File: src/rtl/matriz_scan_ctrl.sv
// Row-scan and image-rotation sequencer for the 7x5 LED matrix.
// Optional build macro BLINK_CRIT_EN: blinks the Crit image (img_sel 0) with an 8-frame period.
//
// state  | meaning
// IDLE   | no requests or not started; display blank, row 0
// SWITCH | one-cycle round-robin pick of the next requested image
// SHOW   | scanning rows of the selected image
module matriz_scan_ctrl #(
  parameter int SCAN_DIV    = 1000,
  parameter int HOLD_FRAMES = 50,
  parameter int CNT_W       = 16
) (
  input  logic       clk,
  input  logic       reset,
  input  logic       enable,
  input  logic [5:0] req,
  output logic [2:0] sel,
  output logic [2:0] img_sel,
  output logic       blank,
  output logic       frame_start
);

  typedef enum logic [1:0] {IDLE, SWITCH, SHOW} state_t;

  localparam logic [CNT_W-1:0] PRE_LAST = CNT_W'(SCAN_DIV - 1);
  localparam logic [CNT_W-1:0] HF_LAST  = CNT_W'(HOLD_FRAMES - 1);

  state_t           state, state_nxt;
  logic [2:0]       sel_nxt, img_nxt;
  logic [CNT_W-1:0] pre_cnt, pre_nxt;
  logic [CNT_W-1:0] frame_cnt, frame_nxt;
  logic             tick;
  logic             hit;
  logic [2:0]       pick;
  logic [3:0]       srch_idx;
  logic             blink_off;

`ifdef BLINK_CRIT_EN
  assign blink_off = (img_sel == 3'd0) && frame_cnt[2];
`else
  assign blink_off = 1'b0;
`endif

  // Prescaler is a down-counter; a row tick is its terminal count.
  assign tick = (pre_cnt == '0);

  // Round-robin search starting one past the current image, current image last.
  always_comb begin
    hit      = 1'b0;
    pick     = img_sel;
    srch_idx = '0;
    for (int k = 1; k <= 6; k++) begin
      srch_idx = {1'b0, img_sel} + 4'(k);
      if (srch_idx >= 4'd6) srch_idx = srch_idx - 4'd6;
      if (!hit && req[srch_idx[2:0]]) begin
        hit  = 1'b1;
        pick = srch_idx[2:0];
      end
    end
  end

  always_comb begin
    state_nxt   = state;
    sel_nxt     = sel;
    img_nxt     = img_sel;
    pre_nxt     = pre_cnt;
    frame_nxt   = frame_cnt;
    blank       = 1'b1;
    frame_start = 1'b0;
    if (enable && !reset) begin
      case (state)
        IDLE: begin
          sel_nxt = 3'd0;
          pre_nxt = PRE_LAST;
          if (req != 6'd0) state_nxt = SWITCH;
        end
        SWITCH: begin
          sel_nxt = 3'd0;
          if (hit) begin
            img_nxt   = pick;
            frame_nxt = '0;
            pre_nxt   = PRE_LAST;
            state_nxt = SHOW;
          end else begin
            state_nxt = IDLE;
          end
        end
        SHOW: begin
          blank = blink_off;
          if (tick) begin
            pre_nxt = PRE_LAST;
            if (sel == 3'd6) begin
              sel_nxt     = 3'd0;
              frame_start = 1'b1;
              frame_nxt   = frame_cnt + 1'b1;
              if (frame_cnt == HF_LAST || !req[img_sel]) state_nxt = SWITCH;
            end else begin
              sel_nxt = sel + 3'd1;
            end
          end else begin
            pre_nxt = pre_cnt - 1'b1;
          end
        end
        default: state_nxt = IDLE;
      endcase
    end
  end

  always_ff @(posedge clk) begin
    if (reset) begin
      state     <= IDLE;
      sel       <= 3'd0;
      img_sel   <= 3'd0;
      pre_cnt   <= PRE_LAST;
      frame_cnt <= '0;
    end else begin
      state     <= state_nxt;
      sel       <= sel_nxt;
      img_sel   <= img_nxt;
      pre_cnt   <= pre_nxt;
      frame_cnt <= frame_nxt;
    end
  end

endmodule

File: config.mk
export PLATFORM = sky130hd
export DESIGN_NAME = matriz_scan_ctrl
export DESIGN_NICKNAME = d
export VERILOG_FILES = /design/src/rtl/matriz_scan_ctrl.sv
export SDC_FILE = /design/constraint.sdc
export NUM_CORES = 1
export LEC_CHECK = 0
export ABC_AREA = 1
export CAP_MARGIN = 15
export CORE_MARGIN = 2
export CORE_UTILIZATION = 45
export CTS_CLUSTER_DIAMETER = 200
export DETAILED_ROUTE_END_ITERATION = 10
export GPL_TIMING_DRIVEN = 0
export PLACE_DENSITY = 0.68
export SLEW_MARGIN = 5
export SYNTH_ARGS = -nofsm -noshare
export SYNTH_HDL_FRONTEND = slang
export SYNTH_SLANG_ARGS = --single-unit
File: constraint.sdc
create_clock -name clk -period 2.8 [get_ports clk]
set_clock_uncertainty 0.15 [all_clocks]
set_input_delay 0.28 -clock clk [delete_from_list [all_inputs] [get_ports clk]]
set_output_delay 0.28 -clock clk [all_outputs]
set_load 0.02 [all_outputs]
==> After elaboration in Yosys (flattened, before gate mapping) <==
Index checks and enable logic that the tools add are counted.
{ "op_classes": {"addsub": 15, "magnitude_cmp": 13, "n_eq_ne": 9, "muxes": 54, "reduce_logical": 27} }
{ "op_table": {"columns": ["operator", "count"], "rows": [
  ["16-bit 2-to-1 mux", 5],
  ["16-bit case mux with 3 select lines", 1],
  ["3-bit 2-to-1 mux", 14],
  ["16-bit case mux with 2 select lines", 1],
  ["3-bit by 4-bit < comparator with 1-bit output, second input constant", 7],
  ["4-bit by 3-bit greater-or-equal comparator with 1-bit output, second input constant", 6],
  ["1-bit binary-select mux with 3-bit select", 7],
  ["1-bit 2-to-1 mux", 19],
  ["3-bit subtractor, second input constant", 6],
  ["16-bit by 1-bit adder with 16-bit output, second input constant", 1],
  ["16-bit by 6-bit equality test with 1-bit output, second input constant", 1],
  ["16-bit logical NOT", 1],
  ["16-bit by 1-bit subtractor with 16-bit output, second input constant", 1],
  ["3-bit by 3-bit adder with 4-bit output, second input constant", 3],
  ["6-bit nonzero test", 2],
  ["2-bit 2-to-1 mux", 5],
  ["2-bit inequality test, second input constant", 5],
  ["5-bit AND reduction", 2],
  ["3-bit by 2-bit adder with 4-bit output, second input constant", 2],
  ["1-bit logical NOT", 7],
  ["1-bit logical AND", 6],
  ["2-bit case mux with 3 select lines", 1],
  ["3-bit case mux with 2 select lines", 1],
  ["3-bit AND reduction", 2],
  ["11 further kinds", 12]
]} }
{ "word_totals": {"ff_bits": 40, "output_inout_bits": 8, "elab_cells": 123} }

==> Logic depth before layout (Yosys ltp) <==
Gate-level depths: netlist (run 1).
{ "logic_depth": {"depth_word": 23, "ltp_mapped": 20} }

==> Least setup slack after synthesis (run 1) <==
No wires, ideal clock.
{ "synth_path": {"path_type": "reg2reg", "startpoint": "register img_sel[1]", "endpoint": "register frame_cnt[15]", "setup_time_ps": 132, "t_arrival_ps": 2458, "required_time_ps": 2518, "path_slack_ps": 59, "stages_incl_launch_ff": 18, "path_buffers": 1, "period_less_slack_ps": 2741, "path_cell_list": "dfxtp_1 inv_1 ha_1 inv_2 nand3_1 nand2_1 nand2_1 nand3_1 nand2_1 inv_2 nand4_4 nor2_8 nand2_2 nand2_2 nand2_2 buf_6 nand2_1 a21oi_1"} }
{ "synth_between": {"elab_chain_cells": 23, "elab_cells_between_ends": 54} }
{ "synth_lines": {"columns": ["element", "line", "rtl"], "rows": [
  ["from (decl)", "18", "output logic [2:0] img_sel,"],
  ["from (signal assigned)", "119", "img_sel <= img_nxt;"],
  ["3-bit by 1-bit adder with 4-bit output", "53", "srch_idx = {1'b0, img_sel} + 4'(k);"],
  ["4-bit by 3-bit greater-or-equal comparator with 1-bit output or 3-bit subtractor (tied branches)", "54", "if (srch_idx >= 4'd6) srch_idx = srch_idx - 4'd6;"],
  ["3-bit 2-to-1 mux", "54", null],
  ["1-bit binary-select mux with 3-bit select", "55", "if (!hit && req[srch_idx[2:0]]) begin"],
  ["1-bit 2-to-1 mux (not written as such)", "55", null],
  ["1-bit 2-to-1 mux", "55", null],
  ["1-bit logical NOT", "55", null],
  ["1-bit logical AND", "55", null],
  ["[7 not listed]", null, null],
  ["1-bit logical NOT", "55", null],
  ["1-bit logical AND", "55", null],
  ["1-bit 2-to-1 mux", "55", null],
  ["1-bit logical NOT", "55", null],
  ["1-bit logical AND", "55", null],
  ["1-bit 2-to-1 mux (*)", "55", null],
  ["2-bit inequality test (no source line) (*)", null, null],
  ["5-bit AND reduction (no source line) (*)", null, null],
  ["to (signal assigned)", "121", "frame_cnt <= frame_nxt;"],
  ["to (decl)", "31", "logic [CNT_W-1:0] frame_cnt, frame_nxt;"]
]} }
Mark *: on every way between the ends. The rest lies on a longest branch, timed or not. The select of a mux whose other input is x is not followed.
A chain may end at the register's enable or synchronous reset.

==> Worst setup path in the final report (run 1) <==
{ "layout_path": {"startpoint": "register img_sel[1]", "endpoint": "register frame_cnt[7]"} }
The elaborated chain is that of the path after synthesis.

==> out/summary.md, run 1 <==
The run finished with clean final reports. The worst register-to-register path begins at img_sel[1]. Entering global routing, the biggest net connects 13 pins. The number of nets in the layout was 577; the overall power after layout was 1560 uW. The worst setup path category is flop to flop. The cell-internal power was 1060 uW; the proportion of register bits with asynchronous set or reset after synthesis was 0%.

The run gives 36.8% as the global routing met2 resource utilization. The met3 usage was 2.68%. The register clock-pin slew on the reported worst setup and hold paths works out to 90 ps. The half-perimeter wire length of the detailed placement result came out at 6250 um.

The logs give 8490 um for the aggregate routed wire length and 655 for the filler-free cell count of the finished design. By count the netlist is led by nand2_1, nand3_1, inv_1. The first global-routing pass estimated 14100 um of wire. The die outline height is 90.1 um, and the average detailed-routed wire length per instance is 13.0 um. The final core area utilization was 54.9%; the boundary pin count was 17. The logs give 0 for the antenna diode count and 503 uW for the net switching power figure.

By area the synthesized netlist is led by dfxtp_1, nand2_1, nand3_1, inv_1, xor2_1. In this design, the stage delay of the slowest critical-path cell is 390 ps. Kind of capture point of the worst setup path: a flop. The maximum fanout along the worst path is 10, and the maximum clock frequency is 377 MHz. The required time at the endpoint of the critical path is 2830 ps. The proportion of power drawn by flip-flops and latches was 38.4%; the synthesized instance count was 519. The tools report the count of final max-slew check failures as 0. For the fill cell instance count of the final layout, the log shows 725. The most used flip-flop cell after synthesis is dfxtp_1. The logic gate share of total power is 27.8%, and the port buffer count is 16.

Summed over its instances, the top area cell type makes up 24.0% of the synthesized netlist area. For this design the ratio of total power to cell area is 395 nW/um2. Sequential elements use 24.0% of the synthesized area. In this run the most used layer during global routing was met2. Once placement completed, the tool counted placed cells totaling 634. The slowest stage of the critical path is the dfxtp_4 cell.

The clock tree synthesis step divided the H-tree into 2 levels. The critical path contains buffers and inverters numbering 3 combined. The via count of the first global-routing pass was 3153; the number of enable flip-flop cells after synthesis was 0.

Summed over all layers, the global routing overflow is 0. Cells with a size suffix above 1 make up 13.8% of the layout. The multi-input combinational cells in the finished layout cover a total of 2290 um2. The total routing resource utilization after global routing is 20.6%, and the minimum period implied by the final worst setup slack is 2650 ps. The tree built by TritonCTS fans out to 40 sinks. The largest total area in the synthesized netlist belongs to dfxtp_1.

Post-synth net total: 541. Once the floorplan was initialized, standard cells occupied 46.2% of the core. The initial DRC count was 166.

The final weighted congestion in routability-driven placement is 0.953. In this run the worst setup path begins at img_sel[1]. The signal on the critical path passes through clkinvlp_4 > ha_4 > buf_4 > nand3_2 > nand2_1 > nand2_1 > nand2_2 > nand3_2 > nand2_4 > nand4_4 > nor2_8 > nand2_4 > nand2_4 > nand2_4 > buf_6 > nand2_1 > a21oi_2. The worst-case IR drop observed on VDD is 234 uV. Actual slew at the worst max-slew pin: 600 ps. Yosys printed 0 warnings. Data arrives at the worst endpoint at 2680 ps. TritonCTS built the clock tree. The synthesized design contains 40 register bits. Summing over every cut layer, the via total after detailed routing is 3445. After synthesis, the netlist uses 41 different library cells. The fraction of power spent switching nets is 32.2%. Clock tree synthesis inserted a total of 5 buffers.

Worst hold margin: 341 ps. For the summed negative setup slack over all endpoints, the log shows 0 ps. Class of the tightest hold or removal check: flop to flop. The kind of cell with the highest combined delay along the critical path is simple AND/OR/NAND/NOR gates. The logs give 0 for the number of violations of the max-capacitance limit and 0.00165 uW for the static leakage. The launch point of the worst hold path is pre_cnt[13]. The run gives 7210 um2 as the placeable core region. STA classifies the critical path startpoint as a flop. The most used cell along the critical path was nand2_4. Measured along the x axis, the die boundary spans 90.1 um.

The count of hold buffers inserted by post-cts repair is 0, and the final number of hold-violating endpoints is 0. After layout, the worst path uses 94.7% of the clock period. Headroom to the max-slew limit came out at 59.7%. The detailed-router iteration count before antenna repair came out at 5. The clock network is responsible for 33.7% of the overall power. The area of the die is 8110 um2, and the remaining antenna violation count after routing is 0.

The initial antenna violation count came out at 0. The cell area after technology mapping is 3330 um2, and the placement row count is 31. The cell sitting at the root of the clock tree is a clkbuf_8. The met1 track utilization from global routing is 25.7%.

For the worst-skew pair, the clock arrives at the later sink with an insertion delay of 300 ps. The via density per instance works out to 5.26. Registers take 810 um2. Setup violations remaining at the end of the flow were counted as 0. Yosys instantiated no cell more often than nand2_1. Averaged over all synthesized cells, the footprint is 6.42 um2. The buffer levels on the longest clock path was 2; the layout overhead on the synthesized area was 18.8%. The run gives 0 as the number of design rule violations left after detail routing.
layout by cell type (no fill, tap or decap), drive strengths merged, types with 2 or more instances in the layout:
| cell type | Yosys | layout |
|---|---|---|
| nand3b | 2 | 2 |
| buf | 6 | 19 |
| clkdlybuf4s50 | 0 | 15 |
| xnor2 | 5 | 5 |
| or2 | 5 | 5 |
| xor2 | 21 | 21 |
| o211ai | 3 | 3 |
| a21oi | 33 | 33 |
| nand3 | 73 | 73 |
| nor3 | 22 | 22 |
| ha | 13 | 13 |
| nor2 | 43 | 43 |
| inv | 63 | 62 |
| nand2 | 138 | 138 |
| nor4 | 10 | 10 |
| clkbuf | 5 | 12 |
| o21ai | 19 | 19 |
| nand4 | 11 | 11 |
| a31oi | 2 | 2 |
| dfxtp | 40 | 40 |
metrics by stage:
| step | area (um2) | worst slack [ps] |
|---|---|---|
| 3_5_place_dp | 3620 | -285 |
| 5_1_grt | 3960 | -77.8 |
| 2_1_floorplan | 3330 | 59.3 |
| 3_3_place_gp | 3620 | -283 |
| 6_report | 3960 | 149 |
| 4_1_cts | 3790 | 6.44 |
cell families (layout without fill, tap and decap cells):
family	after synthesis	count (layout)	share of synthesized area, %
AO/OA/AOI/OAI	60	60	10.3
AND/OR/NAND/NOR	305	305	43.6
buffers and inverters	75	112	10.3
flip-flops	40	40	24.0
adder cells (fa/ha/maj)	13	13	4.88
XOR/XNOR	26	26	6.83
power by group through the flow:
| stage | clock network (uW) | registers (uW) | logic, uW |
|---|---|---|---|
| floorplan | 0 | 613 | 285 |
| global placement | 0 | 613 | 372 |
| detailed placement | 0 | 613 | 380 |
| CTS | 535 | 601 | 386 |
| global route | 560 | 603 | 478 |
| finish | 527 | 600 | 435 |
worst reg2reg max path: cells and delay by family (launching register included):
family                     cells  cell delay (ps)
DFF                            1              390
and+or+nand+nor               12             1130
buffers and inverters          3              480
adders and majority gates      1              350
AOI/OAI and AO/OA              1               50
worst paths after layout:
path	end	slack, ps	cells past startpoint
setup / recovery	frame_cnt[7]	150	17
hold / removal	pre_cnt[13]	340	2
setup reg to reg	frame_cnt[7]	150	17
hold reg to reg	pre_cnt[13]	340	2
final cells by class:
type / count / area share (%)
timing repair buffer: 29 / 6.48
clock inverter: 1 / 0.759
sequential: 40 / 20.4
buffer: 12 / 2.65
clock buffer: 7 / 2.43
inverter: 63 / 6.26
multi-input combinational: 404 / 57.8
tap: 99 / 3.13
sequential cells by signal, summed over array words and instances (netlist names):
signal,cells
sel,3
frame_cnt,16
state,2
pre_cnt,16
img_sel,3
timing repair:
| item | 4_1_cts | 5_1_grt |
|---|---|---|
| resized for setup | 8 | 20 |
| pin swaps | 1 | 4 |
| setup buffers | 3 | 10 |
| setup endpoints to repair | 37 | 36 |
routing by layer:
metal | share of wire [%] | wire length (um)
met4 | 1.4 | 121
met2 | 50 | 4240
met5 | 0 | 0
met3 | 2.6 | 219
met1 | 46 | 3910
Power figures use the tool's default switching activity.
==> inputs of run 2 (changes only) <==
- CTS_CLUSTER_DIAMETER: 200 -> 30
==> results of run 2 <==
Final layout, timing and power as in run 1 (identical DEF).
